<file path="config.mk">
export PLATFORM = sky130hd
export DESIGN_NAME = dual_issue_scheduler
export DESIGN_NICKNAME = d
export VERILOG_FILES = /design/src/rtl/sched_pkg.sv /design/src/rtl/hazard_compare.sv /design/src/rtl/dual_issue_scheduler.sv
export SDC_FILE = /design/constraint.sdc
export NUM_CORES = 1
export LEC_CHECK = 0
export BUFFER_PORTS_ARGS = -buffer_cell sky130_fd_sc_hd__buf_2
export CORE_ASPECT_RATIO = 0.75
export CORE_MARGIN = 2
export CORE_UTILIZATION = 53
export CTS_CLUSTER_SIZE = 8
export DETAILED_ROUTE_END_ITERATION = 7
export MAX_ROUTING_LAYER = met4
export PLACE_DENSITY_LB_ADDON = 0.2
export RECOVER_POWER = 100
export SYNTH_ARGS = -nofsm -noshare
export SYNTH_HDL_FRONTEND = slang
export SYNTH_SLANG_ARGS = --single-unit
</file>
<file path="constraint.sdc">
create_clock -name clk -period 3.8 [get_ports clk]
set_clock_uncertainty 0.05 [all_clocks]
set_input_delay 0.57 -clock clk [delete_from_list [all_inputs] [get_ports clk]]
set_output_delay 0.57 -clock clk [all_outputs]
set_load 0.1 [all_outputs]
</file>
<file path="src/rtl/sched_pkg.sv">
`default_nettype none
// ============================================================================
//  Module      : sched_pkg
//  Description : Shared types and constants for the dual-issue scheduler:
//                FSM state encoding, load result-source code, counter width.
//  Revision    : 1.0  initial release
// ============================================================================
package sched_pkg;

  // Counter width for the stall / flush performance counters
  localparam int c_cnt_w = 16;

  // ResultSrcE encoding that marks a load sitting in execute
  localparam logic [1:0] c_result_src_load = 2'b01;

  // PAIR: both lanes issue together; SPLIT: lane 1 of the held pair is gone,
  // lane 2 still waiting in decode
  typedef enum logic [0:0] {
    ST_PAIR  = 1'b0,
    ST_SPLIT = 1'b1
  } sched_state_e;

  // True when the execute-stage result select denotes a load
  function automatic logic is_load(input logic [1:0] result_src);
    return result_src == c_result_src_load;
  endfunction

endpackage
`default_nettype wire

</file>
<file path="src/rtl/hazard_compare.sv">
`default_nettype none
// ============================================================================
//  Module      : hazard_compare
//  Description : One source-versus-destination register compare. x0 is
//                hard-wired zero, so a zero source never creates a hazard.
//  Revision    : 1.0  initial release
// ============================================================================
module hazard_compare (
  input  logic [4:0] i_src,
  input  logic [4:0] i_dst,
  output logic       o_match
);

  assign o_match = (i_src != 5'd0) && (i_src == i_dst);

endmodule
`default_nettype wire

</file>
<file path="src/rtl/dual_issue_scheduler.sv">
`default_nettype none
// ============================================================================
//  Module      : dual_issue_scheduler
//  Description : Issue control for a two-lane in-order pipeline. Resolves
//                redirects, load-use stalls and intra-pair dependencies,
//                splitting a dependent pair over two cycles. Control outputs
//                are combinational; stall/flush cycles are counted.
//  Revision    : 1.0  initial release
// ============================================================================
module dual_issue_scheduler
  import sched_pkg::*;
(
  input  logic               clk,
  input  logic               rst,
  input  logic [4:0]         Rs1D,
  input  logic [4:0]         Rs2D,
  input  logic [4:0]         Rs4D,
  input  logic [4:0]         Rs5D,
  input  logic [4:0]         RdD1,
  input  logic               RegWriteD1,
  input  logic               MemOpD1,
  input  logic               MemOpD2,
  input  logic [4:0]         RdE1,
  input  logic [4:0]         RdE2,
  input  logic [1:0]         ResultSrcE1,
  input  logic [1:0]         ResultSrcE2,
  input  logic               PCSrcE1,
  input  logic               PCSrcE2,
  output logic               StallF,
  output logic               StallD,
  output logic               FlushD,
  output logic               en1,
  output logic               en2,
  output logic               rst1,
  output logic               rst2,
  output logic               KillE2,
  output logic [c_cnt_w-1:0] StallCount,
  output logic [c_cnt_w-1:0] FlushCount
);

  localparam logic [c_cnt_w-1:0] c_cnt_max = {c_cnt_w{1'b1}};

  sched_state_e       r_state;
  sched_state_e       w_next_state;
  logic [c_cnt_w-1:0] r_stall_count;
  logic [c_cnt_w-1:0] r_flush_count;

  // Decode sources: index 0/1 are lane 1, index 2/3 are lane 2
  logic [4:0] w_src [4];
  logic [4:0] w_dst [2];
  logic [1:0] w_is_load;
  logic [7:0] w_lu_match;     // [src*2 + execute lane]
  logic [1:0] w_intra_match;  // lane-2 source vs lane-1 destination

  logic w_redirect;
  logic w_load_use;
  logic w_intra;

  logic w_stall_f;
  logic w_stall_d;
  logic w_flush_d;
  logic w_en1;
  logic w_en2;
  logic w_rst1;
  logic w_rst2;

  assign w_src[0] = Rs1D;
  assign w_src[1] = Rs2D;
  assign w_src[2] = Rs4D;
  assign w_src[3] = Rs5D;
  assign w_dst[0] = RdE1;
  assign w_dst[1] = RdE2;

  assign w_is_load[0] = is_load(ResultSrcE1);
  assign w_is_load[1] = is_load(ResultSrcE2);

  // Every decode source against every execute destination
  for (genvar s = 0; s < 4; s++) begin : g_lu_src
    for (genvar d = 0; d < 2; d++) begin : g_lu_dst
      hazard_compare u_cmp (
        .i_src   (w_src[s]),
        .i_dst   (w_dst[d]),
        .o_match (w_lu_match[s*2 + d])
      );
    end
  end

  // Lane-2 sources against the lane-1 destination of the same pair
  for (genvar k = 0; k < 2; k++) begin : g_intra
    hazard_compare u_cmp (
      .i_src   (w_src[2 + k]),
      .i_dst   (RdD1),
      .o_match (w_intra_match[k])
    );
  end

  assign w_redirect = PCSrcE1 | PCSrcE2;

  // Load-use: in SPLIT lane 1 already left decode, so only lane-2 sources count
  always_comb begin
    w_load_use = 1'b0;
    for (int s = 0; s < 4; s++) begin
      for (int d = 0; d < 2; d++) begin
        if (w_lu_match[s*2 + d] && w_is_load[d] && ((r_state == ST_PAIR) || (s >= 2)))
          w_load_use = 1'b1;
      end
    end
  end

  assign w_intra = (RegWriteD1 && (|w_intra_match)) || (MemOpD1 && MemOpD2);

  // Priority resolution: reset > redirect > load-use > split completion > intra-pair > normal
  always_comb begin
    w_stall_f    = 1'b0;
    w_stall_d    = 1'b0;
    w_flush_d    = 1'b0;
    w_en1        = 1'b1;
    w_en2        = 1'b1;
    w_rst1       = 1'b0;
    w_rst2       = 1'b0;
    w_next_state = ST_PAIR;
    if (rst) begin
      w_en1     = 1'b0;
      w_en2     = 1'b0;
      w_rst1    = 1'b1;
      w_rst2    = 1'b1;
      w_flush_d = 1'b1;
    end else if (w_redirect) begin
      w_en1     = 1'b0;
      w_en2     = 1'b0;
      w_rst1    = 1'b1;
      w_rst2    = 1'b1;
      w_flush_d = 1'b1;
    end else if (w_load_use) begin
      w_stall_f    = 1'b1;
      w_stall_d    = 1'b1;
      w_en1        = 1'b0;
      w_en2        = 1'b0;
      w_rst1       = 1'b1;
      w_rst2       = 1'b1;
      w_next_state = r_state;
    end else if (r_state == ST_SPLIT) begin
      w_en1  = 1'b0;
      w_rst1 = 1'b1;
    end else if (w_intra) begin
      w_stall_f    = 1'b1;
      w_stall_d    = 1'b1;
      w_en2        = 1'b0;
      w_rst2       = 1'b1;
      w_next_state = ST_SPLIT;
    end
  end

  // State register
  always_ff @(posedge clk) begin
    if (rst) r_state <= ST_PAIR;
    else     r_state <= w_next_state;
  end

  // Saturating performance counters
  always_ff @(posedge clk) begin
    if (rst) begin
      r_stall_count <= '0;
      r_flush_count <= '0;
    end else begin
      if (w_stall_d && (r_stall_count != c_cnt_max)) r_stall_count <= r_stall_count + 1'b1;
      if (w_flush_d && (r_flush_count != c_cnt_max)) r_flush_count <= r_flush_count + 1'b1;
    end
  end

  assign StallF     = w_stall_f;
  assign StallD     = w_stall_d;
  assign FlushD     = w_flush_d;
  assign en1        = w_en1;
  assign en2        = w_en2;
  assign rst1       = w_rst1;
  assign rst2       = w_rst2;
  assign KillE2     = PCSrcE1 & ~rst;
  assign StallCount = r_stall_count;
  assign FlushCount = r_flush_count;

endmodule
`default_nettype wire

</file>
==> impl_metrics.py, run 1 <==
metrics = {
    "run_status": {
        "status": "complete, no violations",
    },
    "global_route": {
        "grt_pass1_vias": 2008,
        "first_pass_grt_wire_length_um": 9404,
        "pin_count_of_the_biggest_net_entering_global_routing": 32,
        "initial_antenna_violation_count": 0,
        "grt_overflow_total": 0,
        "grtUsageTotal_pct": 25.42,
    },
    "clocking": {
        "htree_num_levels": 2,
        "cts-hold-fix-buffers": 0,
        "clk_latency_worst_skew_pair_ps": 280,
        "cts_inserted_buffers": 5,
        "cts_buffer_depth": 2,
        "cts_tree": "yes",
        "cts-resized-gates": 0,
        "tritoncts_num_sinks": 33,
        "post_cts.repair.setup_buffers": 0,
        "worst_setup_hold_path_clk_slew_ps": 70,
        "cts_root_buf": "sky130_fd_sc_hd__clkbuf_8",
    },
    "timing": {
        "final_period_minus_worst_setup_slack_ps": 3486,
        "slew-limit-headroom_pct": 15.27,
        "tns_ps": 0,
        "max_freq_mhz": 286.9,
        "worst_pin_slew_ps": 1271,
        "final_setup_violating_endpoints": 0,
        "final_min_period_over_clock_period_pct": 91.73,
        "finalHoldViolCount": 0,
        "unrepaired_setup_endpoints_after_global_routing": "no",
        "finalMaxSlewViolations": 0,
        "holdWs_ps": 445.3,
    },
    "route": {
        "detail_route.wl_per_cell_um": 14.10,
        "met3WireLength_um": 388,
        "initial_detailed_routing_violation_count": 94,
        "postRouteWirelength_um": 5894,
        "metal1_wirelength_um": 2859,
        "via_per_inst": 5.612,
        "highest-signal-layer": "met4",
        "drt_drc_violations_left": 0,
        "wl_met2_um": 2609,
        "drt.antenna.violating_nets": 0,
        "firstDrtPassIters": 4,
        "via_count": 2346,
    },
    "floorplanning": {
        "start_util_pct": 55.67,
        "rows": 20,
        "standard_cell_core_area_sq_um": 4104,
        "boundaryPins": 86,
        "chipWidth_um": 79.82,
        "total_die_area_sq_um": 4858,
        "die_height_um": 60.86,
    },
    "place": {
        "place.port_buffers": 85,
        "globalplace.congestion": 0.9223,
        "placed_cell_areas_sq_um": 2745,
        "hpwlAfterDp_um": 4543,
    },
    "logic_synthesis": {
        "async_flop_share_pct": 0,
        "ys_seq_area_share_pct": 28.92,
        "post-synth-top-area-fraction_pct": 28.92,
        "yosys_most_used_dff": "sky130_fd_sc_hd__dfxtp_1",
        "yosys.area.top_type": "sky130_fd_sc_hd__dfxtp_1",
        "synth_area_per_cell_sq_um": 8.102,
        "synth-edff-count": 0,
        "synthMostInstantiatedCell": "sky130_fd_sc_hd__xnor2_1",
        "syn_area_sq_um": 2285,
        "ys_seq_elements": 33,
        "synth_top_cells_by_count": "sky130_fd_sc_hd__xnor2_1 (35), sky130_fd_sc_hd__dfxtp_1 (33), sky130_fd_sc_hd__xor2_1 (29)",
        "ys_warn_count": 0,
        "post_synth_num_cell_types": 39,
        "synthesis.instances": 282,
        "mappedNetlistNets": 330,
        "synthTopCellsByArea": "sky130_fd_sc_hd__dfxtp_1 (29%), sky130_fd_sc_hd__xnor2_1 (13%), sky130_fd_sc_hd__xor2_1 (11%)",
    },
    "min_path": {
        "timing.hold.worst.class": "flip-flop to flip-flop",
    },
    "layout": {
        "areaGrowthSynthToFinish_pct": 22.56,
        "drive_gt1_share_pct": 17.36,
        "layout.core_utilization_pct": 68.23,
        "design_area_sq_um": 2800,
        "area_taken_by_multi_input_logic_gates_sq_um": 1545,
        "insertedDiodeCount": 0,
        "regArea_sq_um": 660.6,
        "final_nets": 410,
        "final.fill_count": 388,
    },
    "setup_path": {
        "data_arrival_critical_path_ps": 2870,
        "startpoint_type_of_the_worst_setup_path": "input pin",
        "cp_data_required_time_ps": 3180,
        "timing.critical_path.to_type": "output pin",
        "timing.critical_path.fanout_max": 29,
        "criticalPathCategory": "input pin to output pin",
    },
    "pwr": {
        "peak_vdd_ir_mv": 0.2297,
        "total_power_mw": 0.8517,
        "total_leakage_power_nw": 0.9908,
        "power_per_cell_area_nw_per_um2": 304.2,
    },
    "flow_run": {
        "drv.max_cap_violation_count": 0,
    },
}
## cells by family after synthesis
kind of cell / Yosys count / share of synthesized area (%)
multiplexers: 2 / 0.8763
adder cells (fa/ha/maj): 2 / 1.095
flip-flops: 33 / 28.92
AND/OR/NAND/NOR: 116 / 27.77
AO/OA/AOI/OAI: 42 / 12.38
buffers and inverters: 23 / 4.436
XOR/XNOR: 64 / 24.53
## worst max-delay path, cell delays in order
cell and delay (ps):
sky130_fd_sc_hd__clkbuf_1 490, sky130_fd_sc_hd__nor3_1 720, sky130_fd_sc_hd__inv_1 330, sky130_fd_sc_hd__nor3_4 260, sky130_fd_sc_hd__clkbuf_2 490
## layout make-up
type / count / share of cell area, %
Multi-Input combinational cell: 226 / 55.18
Sequential cell: 33 / 23.59
Timing Repair Buffer: 86 / 13.81
Clock buffer: 7 / 3.441
Tap cell: 55 / 2.458
Inverter: 10 / 1.340
Clock inverter: 1 / 0.1787
## metrics by stage
step	setup slack [ps]	instances
detailed placement	351.4	410
floorplan	-45.33	282
global placement	445.8	410
global route	96.14	418
finish	314.4	418
CTS	359.2	418
## sequential cells by signal, summed over array words and instances, names as in the netlist
name / flops
r_state: 1
StallCount: 16
FlushCount: 16
## routing by layer
| metal | global-route usage, % | vias to the layer above |
|---|---|---|
| li1 | - | 1187 |
| met1 | 35.81 | 1092 |
| met2 | 38.30 | 62 |
| met3 | 4.911 | 5 |
| met4 | 5.085 | 0 |
| met5 | - | - |
## cell usage in the layout (no fill, tap or decap), types with 3 or more instances in the layout
cell                       count
sky130_fd_sc_hd__nor3_1        9
sky130_fd_sc_hd__xnor2_1      35
sky130_fd_sc_hd__xor2_1       29
sky130_fd_sc_hd__or4_1        10
sky130_fd_sc_hd__inv_1        10
sky130_fd_sc_hd__nand2_1      21
sky130_fd_sc_hd__nand3_1      11
sky130_fd_sc_hd__o21ai_0       6
sky130_fd_sc_hd__clkbuf_1     35
sky130_fd_sc_hd__nand4_1      15
sky130_fd_sc_hd__nor4_1        7
sky130_fd_sc_hd__o31ai_1      10
sky130_fd_sc_hd__o311ai_0      3
sky130_fd_sc_hd__and4_1        7
sky130_fd_sc_hd__clkbuf_8      7
sky130_fd_sc_hd__dfxtp_1      33
sky130_fd_sc_hd__nor2_1       21
sky130_fd_sc_hd__clkbuf_2      7
sky130_fd_sc_hd__a21oi_1      12
sky130_fd_sc_hd__buf_2        44
## worst paths after layout
| check | startpoint | endpoint | slack (ps) | cells past startpoint |
|---|---|---|---|---|
| max | rst | en1 | 310 | 5 |
| min | StallCount[7] | StallCount[7] | 450 | 2 |
| max reg2reg | StallCount[2] | StallCount[3] | 990 | 8 |
| min reg2reg | StallCount[7] | StallCount[7] | 450 | 2 |
## where the power goes
part	internal [mW]	switching, mW	total [mW]
registers	0.350	0.00617	0.356
clock network	0.164	0.128	0.292
logic	0.0643	0.140	0.204
total	0.578	0.274	0.852
(Power assumes the default switching activity.)
==> run 2: changes to the inputs <==
--- a/config.mk
+++ b/config.mk
@@ -5,9 +5,10 @@
 export SDC_FILE = /design/constraint.sdc
 export NUM_CORES = 1
 export LEC_CHECK = 0
+export ABC_AREA = 0
 export BUFFER_PORTS_ARGS = -buffer_cell sky130_fd_sc_hd__buf_2
 export CORE_ASPECT_RATIO = 0.75
-export CORE_MARGIN = 2
+export CORE_MARGIN = 1
 export CORE_UTILIZATION = 53
 export CTS_CLUSTER_SIZE = 8
 export DETAILED_ROUTE_END_ITERATION = 7
==> impl_metrics.py, run 2 (synthesized netlist as in run 1, its figures left out) <==
metrics = {
    "run_status": {
        "status": "complete, no violations",
    },
    "global_route": {
        "grt_pass1_vias": 2047,
        "grtUsageTotal_pct": 26.90,
        "grt_overflow_total": 0,
        "pin_count_of_the_biggest_net_entering_global_routing": 32,
        "first_pass_grt_wire_length_um": 9356,
        "initial_antenna_violation_count": 0,
    },
    "pwr": {
        "comb_power_share_pct": 24.9,
        "power_per_cell_area_nw_per_um2": 294.4,
        "clock_power_share_pct": 31.8,
        "share_seq_of_total_power_pct": 43.3,
        "total_leakage_power_nw": 0.9764,
        "peak_vdd_ir_mv": 0.2202,
        "internal-power_mw": 0.5406,
        "power_switching_share_pct": 34.20,
        "switchingPower_mw": 0.2810,
    },
    "setup_path": {
        "cp_data_required_time_ps": 3180,
        "ff2ff_setup_slack_ps": 1510,
        "timing.critical_path.fanout_max": 4,
        "path_common_cell": "sky130_fd_sc_hd__o21ai_0",
        "data_arrival_critical_path_ps": 2870,
        "worstPathCellList": "buf_2, nor2b_1, nand2_1, o22ai_1, a22oi_1, o21ai_0, o21ai_0, inv_1, clkbuf_2",
        "timing.critical_path.to_type": "output pin",
        "timing.critical_path.slowest_stage_cell": "sky130_fd_sc_hd__o21ai_0",
        "max_stage_delay_ps": 660,
        "criticalPathCategory": "input pin to output pin",
        "startpoint_type_of_the_worst_setup_path": "input pin",
    },
    "timing": {
        "slew-limit-headroom_pct": 21.28,
        "finalMaxSlewViolations": 0,
        "worst_pin_slew_ps": 1186,
        "finalHoldViolCount": 0,
        "final_period_minus_worst_setup_slack_ps": 3489,
        "max_freq_mhz": 286.6,
        "final_min_period_over_clock_period_pct": 91.82,
        "unrepaired_setup_endpoints_after_global_routing": "no",
        "final_setup_violating_endpoints": 0,
    },
    "clocking": {
        "cts-hold-fix-buffers": 0,
        "tritoncts_num_sinks": 33,
        "cts_root_buf": "sky130_fd_sc_hd__clkbuf_8",
        "worst_setup_hold_path_clk_slew_ps": 70,
        "cts_tree": "yes",
        "cts_inserted_buffers": 5,
        "cts_buffer_depth": 2,
        "clk_latency_worst_skew_pair_ps": 290,
        "post_cts.repair.setup_buffers": 0,
        "htree_num_levels": 2,
        "cts-resized-gates": 0,
    },
    "flow_run": {
        "drv.max_cap_violation_count": 0,
    },
    "min_path": {
        "timing.hold.worst.class": "flip-flop to flip-flop",
    },
    "place": {
        "placed_cell_areas_sq_um": 2753,
        "hpwlAfterDp_um": 4435,
        "place.port_buffers": 85,
        "globalplace.congestion": 0.9331,
        "dp_cells": 411,
    },
    "floorplanning": {
        "boundaryPins": 86,
        "rows": 20,
        "die_height_um": 58.86,
        "standard_cell_core_area_sq_um": 4079,
        "start_util_pct": 56.01,
        "total_die_area_sq_um": 4580,
        "chipWidth_um": 77.82,
    },
    "route": {
        "drt_drc_violations_left": 0,
        "via_count": 2355,
        "firstDrtPassIters": 4,
        "detail_route.wl_per_cell_um": 13.91,
        "postRouteWirelength_um": 5829,
        "via_per_inst": 5.621,
        "drt.antenna.violating_nets": 0,
        "initial_detailed_routing_violation_count": 127,
    },
    "layout": {
        "final.fill_count": 407,
        "non_filler_cells_final": 419,
        "final_nets": 411,
        "insertedDiodeCount": 0,
        "layout.cells.most_common": "sky130_fd_sc_hd__buf_2",
        "drive_gt1_share_pct": 16.76,
        "areaGrowthSynthToFinish_pct": 22.13,
        "layout_common_cells": "sky130_fd_sc_hd__buf_2 (42), sky130_fd_sc_hd__clkbuf_1 (37), sky130_fd_sc_hd__xnor2_1 (35), sky130_fd_sc_hd__dfxtp_1 (33), sky130_fd_sc_hd__xor2_1 (29)",
        "design_area_sq_um": 2790,
    },
}
-- run 2: cell count changes in the layout (fill, tap and decap cells not counted), sizes merged --
cell / previous run / this run
clkinvlp: 0 / 1
clkinv: 1 / 2
clkbuf: 49 / 48
-- run 2: cell type report --
| class | count | area [sq um] | area share, % |
|---|---|---|---|
| clock inverters | 3 | 17.52 | 0.6278 |
| flip-flops and latches | 33 | 660.6 | 23.68 |
| repair buffers | 87 | 394.1 | 14.13 |
| well taps | 55 | 68.82 | 2.466 |
| clock buffers | 5 | 68.82 | 2.466 |
| inverters | 10 | 37.54 | 1.345 |
| multi-input cells | 226 | 1543 | 55.29 |
-- run 2: path summary, 6_finish.rpt --
kind | from | end | cells past startpoint
worst max-delay path | ResultSrcE2[1] | StallD | 9
worst min-delay path | StallCount[5] | StallCount[5] | 2
worst max register to register | StallCount[3] | StallCount[15] | 8
worst min register to register | StallCount[5] | StallCount[5] | 2
-- run 2: stage by stage --
stage	total power [mW]	TNS, ps	hold WS (ps)	setup WS, ps	utilization, %
after floorplan	0.5066	-61.55	512.3	-45.33	-
after global placement	0.5659	0	429.9	419.1	67.48
after detailed placement	0.5692	0	436.2	354.6	67.48
after CTS	0.8273	0	445.2	350.2	69.60
after global routing	0.8582	0	482.7	91.64	68.40
final	0.8216	0	452.7	310.8	68.40
-- run 2: worst max-delay path, delay by kind of cell --
family	cells	cell delay (ps)
compound gates	4	1250
simple gates	2	360
buf+inv	3	680
-- run 2: layer usage --
| layer | up-vias | wire length, um | track usage [%] | share of wire (%) |
|---|---|---|---|---|
| met5 | - | 0 | - | 0 |
| met4 | 0 | 26 | 6.469 | 0.45 |
| met3 | 4 | 377 | 6.667 | 6.5 |
| met2 | 73 | 2476 | 38.94 | 42 |
| met1 | 1089 | 2948 | 37.44 | 51 |
| li1 | 1189 | - | - | - |
-- run 2: power groups by stage --
| stage | Sequential [mW] | Clock [mW] | Combinational, mW |
|---|---|---|---|
| finish | 0.356 | 0.261 | 0.205 |
| global route | 0.357 | 0.282 | 0.220 |
| CTS | 0.356 | 0.265 | 0.206 |
| detailed placement | 0.363 | 0 | 0.206 |
| global placement | 0.364 | 0 | 0.202 |
| floorplan | 0.390 | 0 | 0.116 |
